`src/rtl/cb_heep_boot_ctrl_if.sv`:
```
`default_nettype none
// ============================================================================
// Module  : cb_heep_boot_ctrl_if
// Brief   : Zero-wait register bus between a host and the boot controller.
// Revision: 1.0 - initial release
// ============================================================================
interface cb_heep_boot_ctrl_if;
    logic        reg_valid_i;
    logic        reg_write_i;
    logic [7:0]  reg_addr_i;
    logic [31:0] reg_wdata_i;
    logic        reg_ready_o;
    logic [31:0] reg_rdata_o;
    logic        reg_error_o;

    modport master (
        output reg_valid_i, reg_write_i, reg_addr_i, reg_wdata_i,
        input  reg_ready_o, reg_rdata_o, reg_error_o
    );

    modport slave (
        input  reg_valid_i, reg_write_i, reg_addr_i, reg_wdata_i,
        output reg_ready_o, reg_rdata_o, reg_error_o
    );
endinterface
`default_nettype wire

```
`src/rtl/cb_heep_boot_ctrl.sv`:
```
`default_nettype none
// ============================================================================
// Module  : cb_heep_boot_ctrl
// Brief   : Per-core boot address registers and exit-loop handshake with timeout.
// Revision: 1.0 - initial release
// ============================================================================
module cb_heep_boot_ctrl #(
    parameter int          NUM_CORES     = 4,
    parameter int          TIMEOUT_W     = 16,
    parameter logic [31:0] BOOT_ADDR_RST = 32'h0000_0180
) (
    input  wire logic                    clk_i,
    input  wire logic                    rst_i,
    cb_heep_boot_ctrl_if.slave           bus,
    output logic [32*NUM_CORES-1:0]      boot_addr_o,
    output logic [NUM_CORES-1:0]         exit_loop_o,
    input  wire logic [NUM_CORES-1:0]    exit_ack_i,
    output logic                         irq_o
);

    localparam logic [7:0] C_ADDR_CTRL    = 8'h00;
    localparam logic [7:0] C_ADDR_STATUS  = 8'h04;
    localparam logic [7:0] C_ADDR_TIMEOUT = 8'h08;
    localparam logic [7:0] C_ADDR_IRQ_EN  = 8'h0C;
    localparam logic [7:0] C_ADDR_BOOT0   = 8'h10;

    localparam logic [0:0] C_ST_IDLE = 1'b0;
    localparam logic [0:0] C_ST_REQ  = 1'b1;

    logic [TIMEOUT_W-1:0] r_timeout;
    logic                 r_irq_en;
    logic [NUM_CORES-1:0] r_done;
    logic [NUM_CORES-1:0] r_tmo;
    logic [31:0]          r_boot [NUM_CORES];

    logic [NUM_CORES-1:0] w_boot_sel;
    logic                 w_is_ctrl;
    logic                 w_is_status;
    logic                 w_is_timeout;
    logic                 w_is_irq_en;
    logic                 w_mapped;
    logic                 w_error;
    logic                 w_wr;
    logic [NUM_CORES-1:0] w_pending;
    logic [NUM_CORES-1:0] w_set_done;
    logic [NUM_CORES-1:0] w_set_tmo;
    logic [NUM_CORES-1:0] w_clr_done;
    logic [NUM_CORES-1:0] w_clr_tmo;
    logic [31:0]          w_status;
    logic [31:0]          w_rdata;

    // ------------------------------------------------------------------
    // Address decode
    // ------------------------------------------------------------------
    always_comb begin
        w_boot_sel = '0;
        for (int i = 0; i < NUM_CORES; i++) begin
            w_boot_sel[i] = (bus.reg_addr_i == 8'(int'(C_ADDR_BOOT0) + 4 * i));
        end
    end

    assign w_is_ctrl    = (bus.reg_addr_i == C_ADDR_CTRL);
    assign w_is_status  = (bus.reg_addr_i == C_ADDR_STATUS);
    assign w_is_timeout = (bus.reg_addr_i == C_ADDR_TIMEOUT);
    assign w_is_irq_en  = (bus.reg_addr_i == C_ADDR_IRQ_EN);
    assign w_mapped     = w_is_ctrl | w_is_status | w_is_timeout | w_is_irq_en | (|w_boot_sel);

    // CTRL is write-only, so a read of it is an error like an unmapped access
    assign w_error = bus.reg_valid_i & (~w_mapped | (bus.reg_addr_i[1:0] != 2'b00) |
                                        (w_is_ctrl & ~bus.reg_write_i));
    assign w_wr    = bus.reg_valid_i & bus.reg_write_i & ~w_error;

    assign w_clr_done = (w_wr && w_is_status) ? bus.reg_wdata_i[8 +: NUM_CORES]  : '0;
    assign w_clr_tmo  = (w_wr && w_is_status) ? bus.reg_wdata_i[16 +: NUM_CORES] : '0;

    // ------------------------------------------------------------------
    // Per-core exit-loop handshake FSM
    // ------------------------------------------------------------------
    for (genvar gi = 0; gi < NUM_CORES; gi++) begin : g_core
        logic [0:0]           r_state;
        logic [0:0]           w_state_nxt;
        logic [TIMEOUT_W-1:0] r_cnt;
        logic [TIMEOUT_W-1:0] w_cnt_nxt;
        logic                 w_start;
        logic                 w_expire;
        logic                 w_exit;
        logic                 w_done_set;
        logic                 w_tmo_set;

        assign w_start  = w_wr & w_is_ctrl & bus.reg_wdata_i[gi];
        assign w_expire = (r_timeout != '0) && (r_cnt == r_timeout - TIMEOUT_W'(1));

        always_ff @(posedge clk_i or posedge rst_i) begin
            if (rst_i) begin
                r_state <= C_ST_IDLE;
                r_cnt   <= '0;
            end else begin
                r_state <= w_state_nxt;
                r_cnt   <= w_cnt_nxt;
            end
        end

        always_comb begin
            w_state_nxt = r_state;
            w_cnt_nxt   = r_cnt;
            case (r_state)
                C_ST_IDLE: begin
                    if (w_start) begin
                        w_state_nxt = C_ST_REQ;
                        w_cnt_nxt   = '0;
                    end
                end
                C_ST_REQ: begin
                    if (exit_ack_i[gi] || w_expire) begin
                        w_state_nxt = C_ST_IDLE;
                    end else if (r_cnt != '1) begin
                        w_cnt_nxt = r_cnt + TIMEOUT_W'(1);
                    end
                end
                default: w_state_nxt = C_ST_IDLE;
            endcase
        end

        // Ack takes priority over an expiry landing on the same cycle
        always_comb begin
            w_exit     = (r_state == C_ST_REQ);
            w_done_set = (r_state == C_ST_REQ) &  exit_ack_i[gi];
            w_tmo_set  = (r_state == C_ST_REQ) & ~exit_ack_i[gi] & w_expire;
        end

        assign exit_loop_o[gi] = w_exit;
        assign w_pending[gi]   = w_exit;
        assign w_set_done[gi]  = w_done_set;
        assign w_set_tmo[gi]   = w_tmo_set;
    end

    // ------------------------------------------------------------------
    // Configuration and status registers
    // ------------------------------------------------------------------
    always_ff @(posedge clk_i or posedge rst_i) begin
        if (rst_i) begin
            r_timeout <= '0;
            r_irq_en  <= 1'b0;
            r_done    <= '0;
            r_tmo     <= '0;
            for (int i = 0; i < NUM_CORES; i++) begin
                r_boot[i] <= BOOT_ADDR_RST;
            end
        end else begin
            if (w_wr && w_is_timeout) begin
                r_timeout <= bus.reg_wdata_i[TIMEOUT_W-1:0];
            end
            if (w_wr && w_is_irq_en) begin
                r_irq_en <= bus.reg_wdata_i[0];
            end
            for (int i = 0; i < NUM_CORES; i++) begin
                if (w_wr && w_boot_sel[i]) begin
                    r_boot[i] <= bus.reg_wdata_i;
                end
            end
            // Hardware set dominates a simultaneous W1C
            r_done <= (r_done & ~w_clr_done) | w_set_done;
            r_tmo  <= (r_tmo  & ~w_clr_tmo)  | w_set_tmo;
        end
    end

    // ------------------------------------------------------------------
    // Read path
    // ------------------------------------------------------------------
    always_comb begin
        w_status                   = '0;
        w_status[0 +: NUM_CORES]   = w_pending;
        w_status[8 +: NUM_CORES]   = r_done;
        w_status[16 +: NUM_CORES]  = r_tmo;
        w_rdata                    = '0;
        if (bus.reg_valid_i && !bus.reg_write_i && !w_error) begin
            if (w_is_status) begin
                w_rdata = w_status;
            end else if (w_is_timeout) begin
                w_rdata = 32'(r_timeout);
            end else if (w_is_irq_en) begin
                w_rdata = {31'b0, r_irq_en};
            end else begin
                for (int i = 0; i < NUM_CORES; i++) begin
                    if (w_boot_sel[i]) begin
                        w_rdata = r_boot[i];
                    end
                end
            end
        end
    end

    assign bus.reg_ready_o = bus.reg_valid_i;
    assign bus.reg_rdata_o = w_rdata;
    assign bus.reg_error_o = w_error;

    for (genvar gi = 0; gi < NUM_CORES; gi++) begin : g_boot
        assign boot_addr_o[32*gi +: 32] = r_boot[gi];
    end

    assign irq_o = r_irq_en & ((|r_done) | (|r_tmo));

endmodule
`default_nettype wire

```
`src/flat_wrapper.sv`:
```
// flat-port wrapper written by rule: the top's interface ports become plain ports
module cb_heep_boot_ctrl_flat 
#(
    parameter int          NUM_CORES     = 4,
    parameter int          TIMEOUT_W     = 16,
    parameter logic [31:0] BOOT_ADDR_RST = 32'h0000_0180
)
  (clk_i, rst_i, boot_addr_o, exit_loop_o, exit_ack_i, irq_o, bus_reg_valid_i, bus_reg_write_i, bus_reg_addr_i, bus_reg_wdata_i, bus_reg_ready_o, bus_reg_rdata_o, bus_reg_error_o);
  cb_heep_boot_ctrl_if bus_i ();
  input  wire logic clk_i;
  input  wire logic rst_i;
  output logic [32*NUM_CORES-1:0] boot_addr_o;
  output logic [NUM_CORES-1:0] exit_loop_o;
  input  wire logic [NUM_CORES-1:0] exit_ack_i;
  output logic irq_o;
  input wire logic [$bits(bus_i.reg_valid_i)-1:0] bus_reg_valid_i;
  input wire logic [$bits(bus_i.reg_write_i)-1:0] bus_reg_write_i;
  input wire logic [$bits(bus_i.reg_addr_i)-1:0] bus_reg_addr_i;
  input wire logic [$bits(bus_i.reg_wdata_i)-1:0] bus_reg_wdata_i;
  output wire logic [$bits(bus_i.reg_ready_o)-1:0] bus_reg_ready_o;
  output wire logic [$bits(bus_i.reg_rdata_o)-1:0] bus_reg_rdata_o;
  output wire logic [$bits(bus_i.reg_error_o)-1:0] bus_reg_error_o;
  assign bus_i.reg_valid_i = bus_reg_valid_i;
  assign bus_i.reg_write_i = bus_reg_write_i;
  assign bus_i.reg_addr_i = bus_reg_addr_i;
  assign bus_i.reg_wdata_i = bus_reg_wdata_i;
  assign bus_reg_ready_o = bus_i.reg_ready_o;
  assign bus_reg_rdata_o = bus_i.reg_rdata_o;
  assign bus_reg_error_o = bus_i.reg_error_o;
  cb_heep_boot_ctrl #(.NUM_CORES(NUM_CORES), .TIMEOUT_W(TIMEOUT_W), .BOOT_ADDR_RST(BOOT_ADDR_RST)) u_core (.clk_i(clk_i), .rst_i(rst_i), .bus(bus_i), .boot_addr_o(boot_addr_o), .exit_loop_o(exit_loop_o), .exit_ack_i(exit_ack_i), .irq_o(irq_o));
endmodule
```
`config.mk`:
```
export PLATFORM = sky130hd
export DESIGN_NAME = cb_heep_boot_ctrl_flat
export DESIGN_NICKNAME = d
export VERILOG_FILES = /design/src/rtl/cb_heep_boot_ctrl_if.sv /design/src/rtl/cb_heep_boot_ctrl.sv /design/src/flat_wrapper.sv
export SDC_FILE = /design/constraint.sdc
export NUM_CORES = 1
export LEC_CHECK = 0
export BUFFER_PORTS_ARGS = -buffer_cell sky130_fd_sc_hd__buf_2
export CORE_ASPECT_RATIO = 1.5
export CORE_MARGIN = 5
export CORE_UTILIZATION = 55
export DETAILED_ROUTE_END_ITERATION = 6
export PLACE_DENSITY = 0.79
export RECOVER_POWER = 50
export SETUP_SLACK_MARGIN = 0.1
export SYNTH_ARGS = -nofsm -noshare
export SYNTH_HDL_FRONTEND = slang
export SYNTH_SLANG_ARGS = --single-unit
```
`constraint.sdc`:
```
create_clock -name clk_i -period 23.9 [get_ports clk_i]
set_clock_uncertainty 0.05 [all_clocks]
set_input_delay 7.17 -clock clk_i [delete_from_list [all_inputs] [get_ports clk_i]]
set_output_delay 7.17 -clock clk_i [all_outputs]
set_load 0.01 [all_outputs]
```
==> impl_metrics.ini <==
[setup_path]
r2r_start = u_core.r_timeout[0]
startpoint_type = input pin
required_ps = 16680
reg2regPathDepth = 11
arrival_ps = 9950
r2r_end = u_core.g_core[1].r_cnt[5]
endpoint_kind = output pin
r2r_slack_ps = 18710
path_max_fanout = 42
crit_type = input pin to output pin

[global_routing]
gr-total-overflow = 0
antenna_found_initial = 1
grt_use_met3_pct = 5.608
busiest_layer = met2
grtUsageMet1_pct = 34.56
grt_max_degree = 103
grt_pass1_vias = 10906
grt_use_total_pct = 29.16
grt_pass1_wl_mm = 59.98
grt_use_met2_pct = 50.94

[cts]
cts-root-buf = clkbuf_16
numClockSinks = 221
post_cts_resized = 0
cts_made_buffers = 22
post_cts_buffers = 0
htreeDepth = 1
cts_tree = done
cts_buffer_depth = 3
path_clk_slew_ps = 60
ctsHoldBuffers = 0
clk_latency_ps = 510

[floorplan]
rows = 67
initial_utilization_pct = 55.34
die_h_um = 192.8
core_mm2 = 0.02213
die_w_um = 131.8
io_pins = 215
die_area_mm2 = 0.02542

[yosys]
yosysSeqAreaShare_pct = 45.23
synth-compound-area-share_pct = 12.89
syn_avg_cell_area_um2 = 10.49
synth_flop_cell = dfrtp_1
syn_inst = 1168
synthMuxAreaShare_pct = 15.82
yosys.area_share.adder_pct = 0.6129
async_flop_share_pct = 100.0
synth_top_family_by_area = multiplexers
yosysWarnings = 0
synth_enable_flop_cells = 0
synth.cell_area_mm2 = 0.01225
synth_cell_types = 73
synth-simple-area-share_pct = 15.70
synth_nets = 1222
yosys.area_share.xor_xnor_pct = 5.997
synth_seq_cells = 221

[final_layout]
fin_area_mm2 = 0.01401
area_growth_pct = 14.38
layout-drive-gt1-share_pct = 24.67
final_common_cell = dfrtp_1
multi_input_area_mm2 = 0.006279
ff_latch_area_mm2 = 0.005540
mostFrequentLayoutCells = 213 x dfrtp_1, 165 x mux2_2, 130 x clkbuf_1
fin_nets = 1396
nFillCells = 1884

[placed_design]
hpwl_mm = 27.17
dpl_cell_area_mm2 = 0.01342
gp_congestion = 0.9852
port_buffers = 214

[sta]
min_period_ps = 17170
fmax_mhz = 58.24
slew-limit-headroom_pct = -198.4
setup_tns_ps = 0
worst_pin_slew_ps = 4452
grt_setup_unrepaired = false
setup_viol = 0
drv_slew = 226
min_period_over_period_pct = 71.84
hold_violations = 0

[routing]
drc = 0
totalWireLength_mm = 37.83
drt-wirelength-per-cell_um = 23.13
drtIter0Drc = 1031
vias = 10642
viasPerCell = 6.509
drt_pass1_iterations = 6
ant_nets = 0

[run_status]
violations = capacitance limit, slew limit
status = finished, violations left

[pwr]
powerDensity_mw_per_mm2 = 54.57
ir_drop_v = 0.00007852
leakage_nw = 6.372

[worst_hold_path]
holdPathStages = 1
hold_path.class = register to register
worstHoldStart = u_core.boot_addr_o[93]
min_to = u_core.boot_addr_o[93]

[flow_run]
maxCapViolations = 3
==> metrics by stage <==
| step | utilization, % | setup WS, ps | total power [W] | instances | hold slack (ps) |
|---|---|---|---|---|---|
| detailed placement | 60.63 | 6831 | 0.0004064 | 1594 | 465.8 |
| finish | 63.30 | 6730 | 0.0007645 | 1635 | 486.1 |
| floorplan | - | 7808 | 0.0003935 | 1168 | 412.2 |
| CTS | 64.04 | 6811 | 0.0007684 | 1634 | 480.0 |
| global placement | 60.63 | 6878 | 0.0004060 | 1594 | 451.9 |
| global route | 63.29 | 6597 | 0.0007869 | 1634 | 503.1 |
==> layer usage <==
metal,part of all wire (%),wire [µm]
met5,0.034,13
met4,5.5,2069
met3,7.6,2892
met2,51,19280
met1,36,13570
==> state kept, by name (all words and copies together), names as in the netlist <==
register / flops
u_core.r_irq_en: 1
u_core.r_timeout: 16
u_core.boot_addr_o: 128
u_core.r_tmo: 4
u_core.g_core.r_state: 4
u_core.r_done: 4
u_core.g_core.r_cnt: 64
==> worst max-delay path by stage <==
| stage | to | startpoint |
|---|---|---|
| finish | bus_reg_rdata_o[29] | bus_reg_addr_i[2] |
| global route | bus_reg_rdata_o[9] | bus_reg_addr_i[5] |
| CTS | bus_reg_rdata_o[29] | bus_reg_addr_i[2] |
| detailed placement | bus_reg_rdata_o[29] | bus_reg_addr_i[2] |
| global placement | bus_reg_rdata_o[2] | bus_reg_addr_i[5] |
| floorplan | bus_reg_rdata_o[10] | bus_reg_addr_i[5] |
==> critical path, stage by stage <==
cell,delay (ps)
buf_2,780
nand2_1,290
nor3_2,860
or3_1,550
nor2_1,120
buf_2,160
==> Yosys cell counts, drive strengths merged, types with 21 or more instances <==
library cell	count	area share, %
xor2	24	1.7
clkbuf	48	1.5
or3	22	1.2
a222oi	21	1.7
mux2	165	15
buf	28	1.6
nand2	91	2.8
dfrtp	213	44
a21oi	54	2.2
nor4	24	1.5
nand3	57	2.3
nor2	62	2.0
o31ai	21	1.4
o21ai	64	2.6
inv	23	0.70
xnor2	34	2.4
==> final cells by class <==
class	count	area share, %
clock inverters	8	0.8842
inverters	23	0.6252
diodes	1	0.01786
flip-flops and latches	221	39.55
well taps	276	2.465
repair buffers	226	7.154
clock buffers	32	4.492
multi-input cells	848	44.82
==> report_power, final <==
| part | total, W | internal, W | switching (W) | leakage [nW] |
|---|---|---|---|---|
| clock network | 0.000365 | 0.000216 | 0.000149 | 0.366 |
| registers | 0.000376 | 0.000375 | 0.000000933 | 3.04 |
| logic | 0.0000234 | 0.00000603 | 0.0000174 | 2.97 |
| total | 0.000765 | 0.000597 | 0.000167 | 6.37 |
==> logic make-up after synthesis <==
family          Yosys count
mux                     173
buf+inv                  99
simple gates            365
compound gates          236
fa+ha+maj                 6
flops                   221
xor+xnor                 68
(Power assumes the default switching activity.)
